File: src/rtl/de_watermark_stream.sv
// de_watermark_stream: reversible difference-expansion watermark embedder
// for a stream of pixel pairs, with a two-stage registered pipeline.
module de_watermark_stream #(
    parameter int DW     = 8,
    parameter int NCH    = 3,
    parameter int EMB_CH = 0,
    parameter int WMW    = 8,
    parameter int CW     = 16
) (
    input  logic              HCLK,
    input  logic              HRESET,
    input  logic [1:0]        mode,
    input  logic              in_valid,
    output logic              in_ready,
    input  logic [NCH*DW-1:0] in_pix0,
    input  logic [NCH*DW-1:0] in_pix1,
    input  logic              in_last,
    input  logic              wm_valid,
    output logic              wm_ready,
    input  logic [WMW-1:0]    wm_data,
    output logic              out_valid,
    input  logic              out_ready,
    output logic [NCH*DW-1:0] out_pix0,
    output logic [NCH*DW-1:0] out_pix1,
    output logic [NCH-1:0]    out_map,
    output logic              out_last,
    output logic              frame_done,
    output logic [CW-1:0]     emb_count,
    output logic [CW-1:0]     skip_count
);
    localparam int PW = NCH * DW;
    localparam int BW = 2 * WMW;
    localparam int OW = $clog2(BW + 1);
    localparam int SW = DW + 3;
    localparam logic signed [SW-1:0] ONE = 1;

    logic [BW-1:0]  bits_q, bits_d, bits_sh;
    logic [OW-1:0]  occ_q, occ_d, rem, need, used;
    logic [NCH-1:0] elig, e_map;
    logic [PW-1:0]  e_pix0, e_pix1;
    logic signed [SW-1:0] x0, x1, avg, dn, n0, n1, bs;

    logic           s1_v_q, s1_last_q;
    logic [PW-1:0]  s1_p0_q, s1_p1_q;
    logic [NCH-1:0] s1_map_q, s1_elig_q;
    logic           s2_v_q, s2_last_q;
    logic [PW-1:0]  s2_p0_q, s2_p1_q;
    logic [NCH-1:0] s2_map_q, s2_elig_q;
    logic [CW-1:0]  run_e_q, run_s_q, emb_q, skip_q;
    logic [CW-1:0]  sum_e, sum_s;
    logic           done_q;
    logic           in_fire, wm_fire, out_fire, s1_en, s2_en;

    always_comb begin
        elig = '0;
        need = '0;
        unique case (mode)
            2'd1: begin
                elig[EMB_CH] = 1'b1;
                need = OW'(1);
            end
            2'd2: begin
                elig = '1;
                need = OW'(NCH);
            end
            default: ;
        endcase
    end

    // each successfully expanded channel takes the next buffered bit
    always_comb begin
        e_pix0  = in_pix0;
        e_pix1  = in_pix1;
        e_map   = '0;
        used    = '0;
        x0      = '0;
        x1      = '0;
        avg     = '0;
        dn      = '0;
        n0      = '0;
        n1      = '0;
        bs      = '0;
        bits_sh = '0;
        for (int k = 0; k < NCH; k++) begin
            bits_sh = bits_q >> used;
            bs  = {{(SW-1){1'b0}}, bits_sh[0]};
            x0  = {3'b000, in_pix0[k*DW +: DW]};
            x1  = {3'b000, in_pix1[k*DW +: DW]};
            avg = (x0 + x1) >>> 1;
            dn  = ((x0 - x1) <<< 1) + bs;
            n0  = avg + ((dn + ONE) >>> 1);
            n1  = avg - (dn >>> 1);
            if (elig[k] && n0[SW-1:DW] == '0
                && n1[SW-1:DW] == '0) begin
                e_pix0[k*DW +: DW] = n0[DW-1:0];
                e_pix1[k*DW +: DW] = n1[DW-1:0];
                e_map[k] = 1'b1;
                used = used + OW'(1);
            end
        end
    end

    // consumed bits leave from the bottom; a loaded word lands above the rest
    always_comb begin
        rem    = occ_q - (in_fire ? used : '0);
        bits_d = bits_q >> (in_fire ? used : '0);
        occ_d  = rem;
        if (wm_fire) begin
            bits_d = bits_d | ({{WMW{1'b0}}, wm_data} << rem);
            occ_d  = rem + OW'(WMW);
        end
    end

    assign s2_en    = !s2_v_q || out_ready;
    assign s1_en    = !s1_v_q || s2_en;
    assign in_ready = !HRESET && s1_en && (occ_q >= need);
    assign wm_ready = (occ_q <= OW'(WMW));
    assign in_fire  = in_valid && in_ready;
    assign wm_fire  = wm_valid && wm_ready;
    assign out_fire = s2_v_q && out_ready;

    function automatic logic [CW-1:0] sat_add(
        input logic [CW-1:0]  a,
        input logic [NCH-1:0] m
    );
        logic [CW:0] s;
        s = {1'b0, a};
        for (int k = 0; k < NCH; k++)
            s = s + {{CW{1'b0}}, m[k]};
        return s[CW] ? '1 : s[CW-1:0];
    endfunction

    assign sum_e = sat_add(run_e_q, s2_map_q);
    assign sum_s = sat_add(run_s_q, s2_elig_q & ~s2_map_q);

    always_ff @(posedge HCLK) begin
        if (HRESET) begin
            bits_q    <= '0;
            occ_q     <= '0;
            s1_v_q    <= 1'b0;
            s1_p0_q   <= '0;
            s1_p1_q   <= '0;
            s1_map_q  <= '0;
            s1_elig_q <= '0;
            s1_last_q <= 1'b0;
            s2_v_q    <= 1'b0;
            s2_p0_q   <= '0;
            s2_p1_q   <= '0;
            s2_map_q  <= '0;
            s2_elig_q <= '0;
            s2_last_q <= 1'b0;
            run_e_q   <= '0;
            run_s_q   <= '0;
            emb_q     <= '0;
            skip_q    <= '0;
            done_q    <= 1'b0;
        end else begin
            bits_q <= bits_d;
            occ_q  <= occ_d;
            if (s1_en) begin
                s1_v_q <= in_fire;
                if (in_fire) begin
                    s1_p0_q   <= e_pix0;
                    s1_p1_q   <= e_pix1;
                    s1_map_q  <= e_map;
                    s1_elig_q <= elig;
                    s1_last_q <= in_last;
                end
            end
            if (s2_en) begin
                s2_v_q <= s1_v_q;
                if (s1_v_q) begin
                    s2_p0_q   <= s1_p0_q;
                    s2_p1_q   <= s1_p1_q;
                    s2_map_q  <= s1_map_q;
                    s2_elig_q <= s1_elig_q;
                    s2_last_q <= s1_last_q;
                end
            end
            done_q <= out_fire && s2_last_q;
            if (out_fire) begin
                if (s2_last_q) begin
                    emb_q   <= sum_e;
                    skip_q  <= sum_s;
                    run_e_q <= '0;
                    run_s_q <= '0;
                end else begin
                    run_e_q <= sum_e;
                    run_s_q <= sum_s;
                end
            end
        end
    end

    assign out_valid  = s2_v_q;
    assign out_pix0   = s2_p0_q;
    assign out_pix1   = s2_p1_q;
    assign out_map    = s2_map_q;
    assign out_last   = s2_last_q;
    assign frame_done = done_q;
    assign emb_count  = emb_q;
    assign skip_count = skip_q;
endmodule

File: config.mk
export PLATFORM = sky130hd
export DESIGN_NAME = de_watermark_stream
export DESIGN_NICKNAME = d
export VERILOG_FILES = /design/src/rtl/de_watermark_stream.sv
export SDC_FILE = /design/constraint.sdc
export NUM_CORES = 1
export LEC_CHECK = 0
export CORE_ASPECT_RATIO = 1.5
export CORE_MARGIN = 3
export CORE_UTILIZATION = 40
export CTS_BUF_LIST = sky130_fd_sc_hd__clkbuf_8
export CTS_CLUSTER_SIZE = 10
export DETAILED_ROUTE_END_ITERATION = 12
export GPL_ROUTABILITY_DRIVEN = 1
export PLACE_DENSITY = 0.57
export SYNTH_ARGS = -nofsm -noshare
export SYNTH_HDL_FRONTEND = slang
export SYNTH_SLANG_ARGS = --single-unit
File: constraint.sdc
create_clock -name HCLK -period 39 [get_ports HCLK]
set_input_delay 3.9 -clock HCLK [delete_from_list [all_inputs] [get_ports HCLK]]
set_output_delay 3.9 -clock HCLK [all_outputs]
set_load 0.02 [all_outputs]
==> flow_summary.yaml <==
logic_synthesis:
  syn_area_per_cell_um2: 7.66
  synthFlopType: "dfxtp_1"
  synth_area_um2: 14000
  synth_edf_count: 0
  synth_seq_cells: 196
  yosysSeqAreaShare_pct: 28.1
  synth_cells: 1821
  async_reset_ff_share_pct: 0
  yosys_warnings: 0
  synthDistinctLibCells: 85
  synthesis.nets: 2011
setup_path:
  crit_path_max_incr_delay_ns: 0.70
  cp-start-kind: "primary input"
  cp_slowest_cell: "mux2i_1"
  cp_max_fo: 22
  cp_num_cells: 62
  required_ns: 39.44
  critPathCaptureType: "register"
  arrival_ns: 20.31
  crit_buf_inv: 8
  critical_path_class: "primary input to register"
  worstRegToRegCells: 58
  crit_family: "compound AO/OA/AOI/OAI gates"
sta:
  max-slew-margin-rel_pct: 32.7
  min_period_ns: 19.87
  worst_pin_slew_ns: 1.01
  fmax_mhz: 50.3
  fin_crit_sh_pct: 50.9
  skew_ns: 0.0146
  rsz0062_at_grt: "false"
  setup_viol: 0
  hold_viol_final: 0
  report.final.slew_viol_count: 0
  setup_tns_ns: 0
  timing.hold.ws_ns: 0.449
drt:
  drc_errors: 0
  firstDrtPassIters: 5
  via_per_inst: 5.46
  dr_total_vias: 13000
  postRouteAntennaNets: 0
  drtIter0Drc: 642
  wire_per_inst_um: 18.0
  drt-total-wl_um: 42700
finish:
  area_delta_synth_final_pct: 15.3
  final_util_pct: 46.8
  fin_nets: 2084
  fill_cells: 3506
  ff_latch_area_um2: 3920
  drive_above_1_share_pct: 4.20
  layout.cells.non_filler: 2375
  multiInputGateArea_um2: 9260
clocking:
  ctsResizeCount: 0
  path_clk_slew_ns: 0.11
  cts_buffer_depth: 2
  tritoncts: "done"
  cts-hold-fix-buffers: 0
  clock_sinks: 196
  htree_levels: 4
  clk_latency_ns: 0.53
  postCtsSetupBuffers: 0
  clock-root-buffer: "clkbuf_8"
  cts_buffers: 17
floorplanning:
  die_x_um: 158
  die_area_um2: 37200
  initial_utilization_pct: 40.6
  die_h_um: 235
  core_um2: 34400
  row_count: 83
  io_pins: 152
job:
  maxCapViolCount: 0
global_route:
  grt_pass1_wl_um: 67600
  antenna_found_initial: 1
  grt_usage_pct: 22.8
  overflow: 0
  grt_max_degree: 124
  grt_pass1_vias: 12800
pwr:
  pwr-share-comb_pct: 44.6
  power_frac_clock_pct: 20.6
  power_density_nw_per_um2: 41.0
  peakVddDrop_mv: 0.0191
  p_int_mw: 0.383
  p_leak_nw: 6.05
  p_total_mw: 0.659
  swShare_pct: 41.8
  seq_power_share_pct: 34.8
  power_switching_mw: 0.276
placed_design:
  place_hpwl_um: 32100
  place.gp.congestion: 0.915
  dp_cells: 2342
  io_buffer_count: 151
hold_path:
  hold_depth: 2
  hp-class: "register to register"
run_status:
  outcome: "finished, final reports clean"
stage by stage:
step,area (µm²),setup WS [ns]
after floorplan,14000,22.83
after global placement,15700,19.38
after detailed placement,15700,18.73
after CTS,16100,19.24
after global routing,16100,17.67
final,16100,19.13
final cells by class:
cell class	count	share of cell area, %
Timing Repair Buffer	161	9.87
Clock buffer	19	1.63
Multi-Input combinational cell	1425	57.6
Clock inverter	13	0.747
Sequential cell	196	24.4
Tap cell	467	3.63
Inverter	93	2.18
Antenna cell	1	0.0156
sequential cells by signal (all words and copies together) (netlist names), 2 cells and up:
signal and cells:
out_pix0 24, out_pix1 24, s1_p0_q 24, s1_p1_q 24, bits_q 16, emb_count 16
run_e_q 16, run_s_q 16, skip_count 16, occ_q 5, out_map 3, s1_map_q 3
s1_elig_q 2, s2_elig_q 2
cells in the mapped netlist, drive strengths merged, types with 25 or more instances:
| master | count | area (µm²) |
|---|---|---|
| a211oi | 35 | 263 |
| a21oi | 177 | 890 |
| a311oi | 30 | 263 |
| clkbuf | 93 | 349 |
| dfxtp | 196 | 3920 |
| ha | 109 | 1360 |
| inv | 92 | 345 |
| mux2i | 38 | 380 |
| nand2 | 224 | 851 |
| nand2b | 25 | 156 |
| nor2 | 226 | 848 |
| nor2b | 25 | 156 |
| nor3 | 46 | 230 |
| o21ai | 78 | 390 |
| xnor2 | 56 | 498 |
| xor2 | 39 | 342 |
power by group through the flow:
stage	combinational [mW]	sequential, mW	clock, mW
2_1_floorplan	0.217	0.230	0
4_1_cts	0.294	0.229	0.141
6_report	0.294	0.230	0.136
3_5_place_dp	0.292	0.234	0
5_1_grt	0.328	0.232	0.147
3_3_place_gp	0.290	0.234	0
worst paths after layout:
kind	startpoint	to	slack (ns)
setup / recovery	in_pix1[1]	bits_q[3]	19.13
hold / removal	s1_map_q[1]	out_map[1]	0.45
setup reg to reg	bits_q[0]	bits_q[3]	23.36
hold reg to reg	s1_map_q[1]	out_map[1]	0.45
per-layer routing:
layer / up-vias / wire, µm / global-route usage (%)
li1: 6548 / - / -
met1: 6095 / 17500 / 26.5
met2: 254 / 22100 / 41.3
met3: 76 / 1620 / 3.61
met4: 0 / 1440 / 8.87
met5: - / 0 / 0
tightest hold or removal path: cells and delay by family, from the launching register on:
kind | cells | cell delay (ns)
DFF | 1 | 0.32
and+or+nand+nor | 1 | 0.05
AOI/OAI and AO/OA | 1 | 0.05
cells in the final DEF, fill, tap and decap left out, types with 8 or more instances in the layout:
| master | n |
|---|---|
| mux2i_1 | 38 |
| fa_1 | 17 |
| buf_4 | 10 |
| ha_1 | 109 |
| a311oi_1 | 30 |
| clkbuf_8 | 19 |
| nand4_1 | 8 |
| nand2b_1 | 24 |
| nor4_1 | 12 |
| a21oi_1 | 175 |
| and3_1 | 18 |
| xor2_1 | 39 |
| mux2_2 | 8 |
| xnor2_1 | 55 |
| nor2_1 | 226 |
| o21a_1 | 16 |
| a211oi_1 | 35 |
| o22ai_1 | 12 |
| clkdlybuf4s50_1 | 150 |
| a31oi_1 | 21 |
| a22oi_1 | 12 |
| nand3_1 | 23 |
| or3_1 | 21 |
| a21o_1 | 16 |
| inv_1 | 91 |
| o21bai_1 | 14 |
| o21ai_0 | 72 |
| nor2b_1 | 24 |
| nor3_1 | 46 |
| dfxtp_1 | 196 |
| or4_1 | 8 |
| nand2_1 | 222 |
logic make-up (layout without fill, tap and decap cells):
kind of cell / after synthesis / in the layout / synth area share, %
and+or+nand+nor: 660 / 660 / 21.2
muxes: 47 / 47 / 3.53
adders and majority gates: 129 / 129 / 12.4
xor gates and xnor gates: 95 / 95 / 6.02
AOI/OAI and AO/OA: 494 / 494 / 23.1
buffers and inverters: 200 / 286 / 5.61
DFF: 196 / 196 / 28.1
other: 0 / 1 / 0
Note: power is estimated with default switching activity, not from simulation.
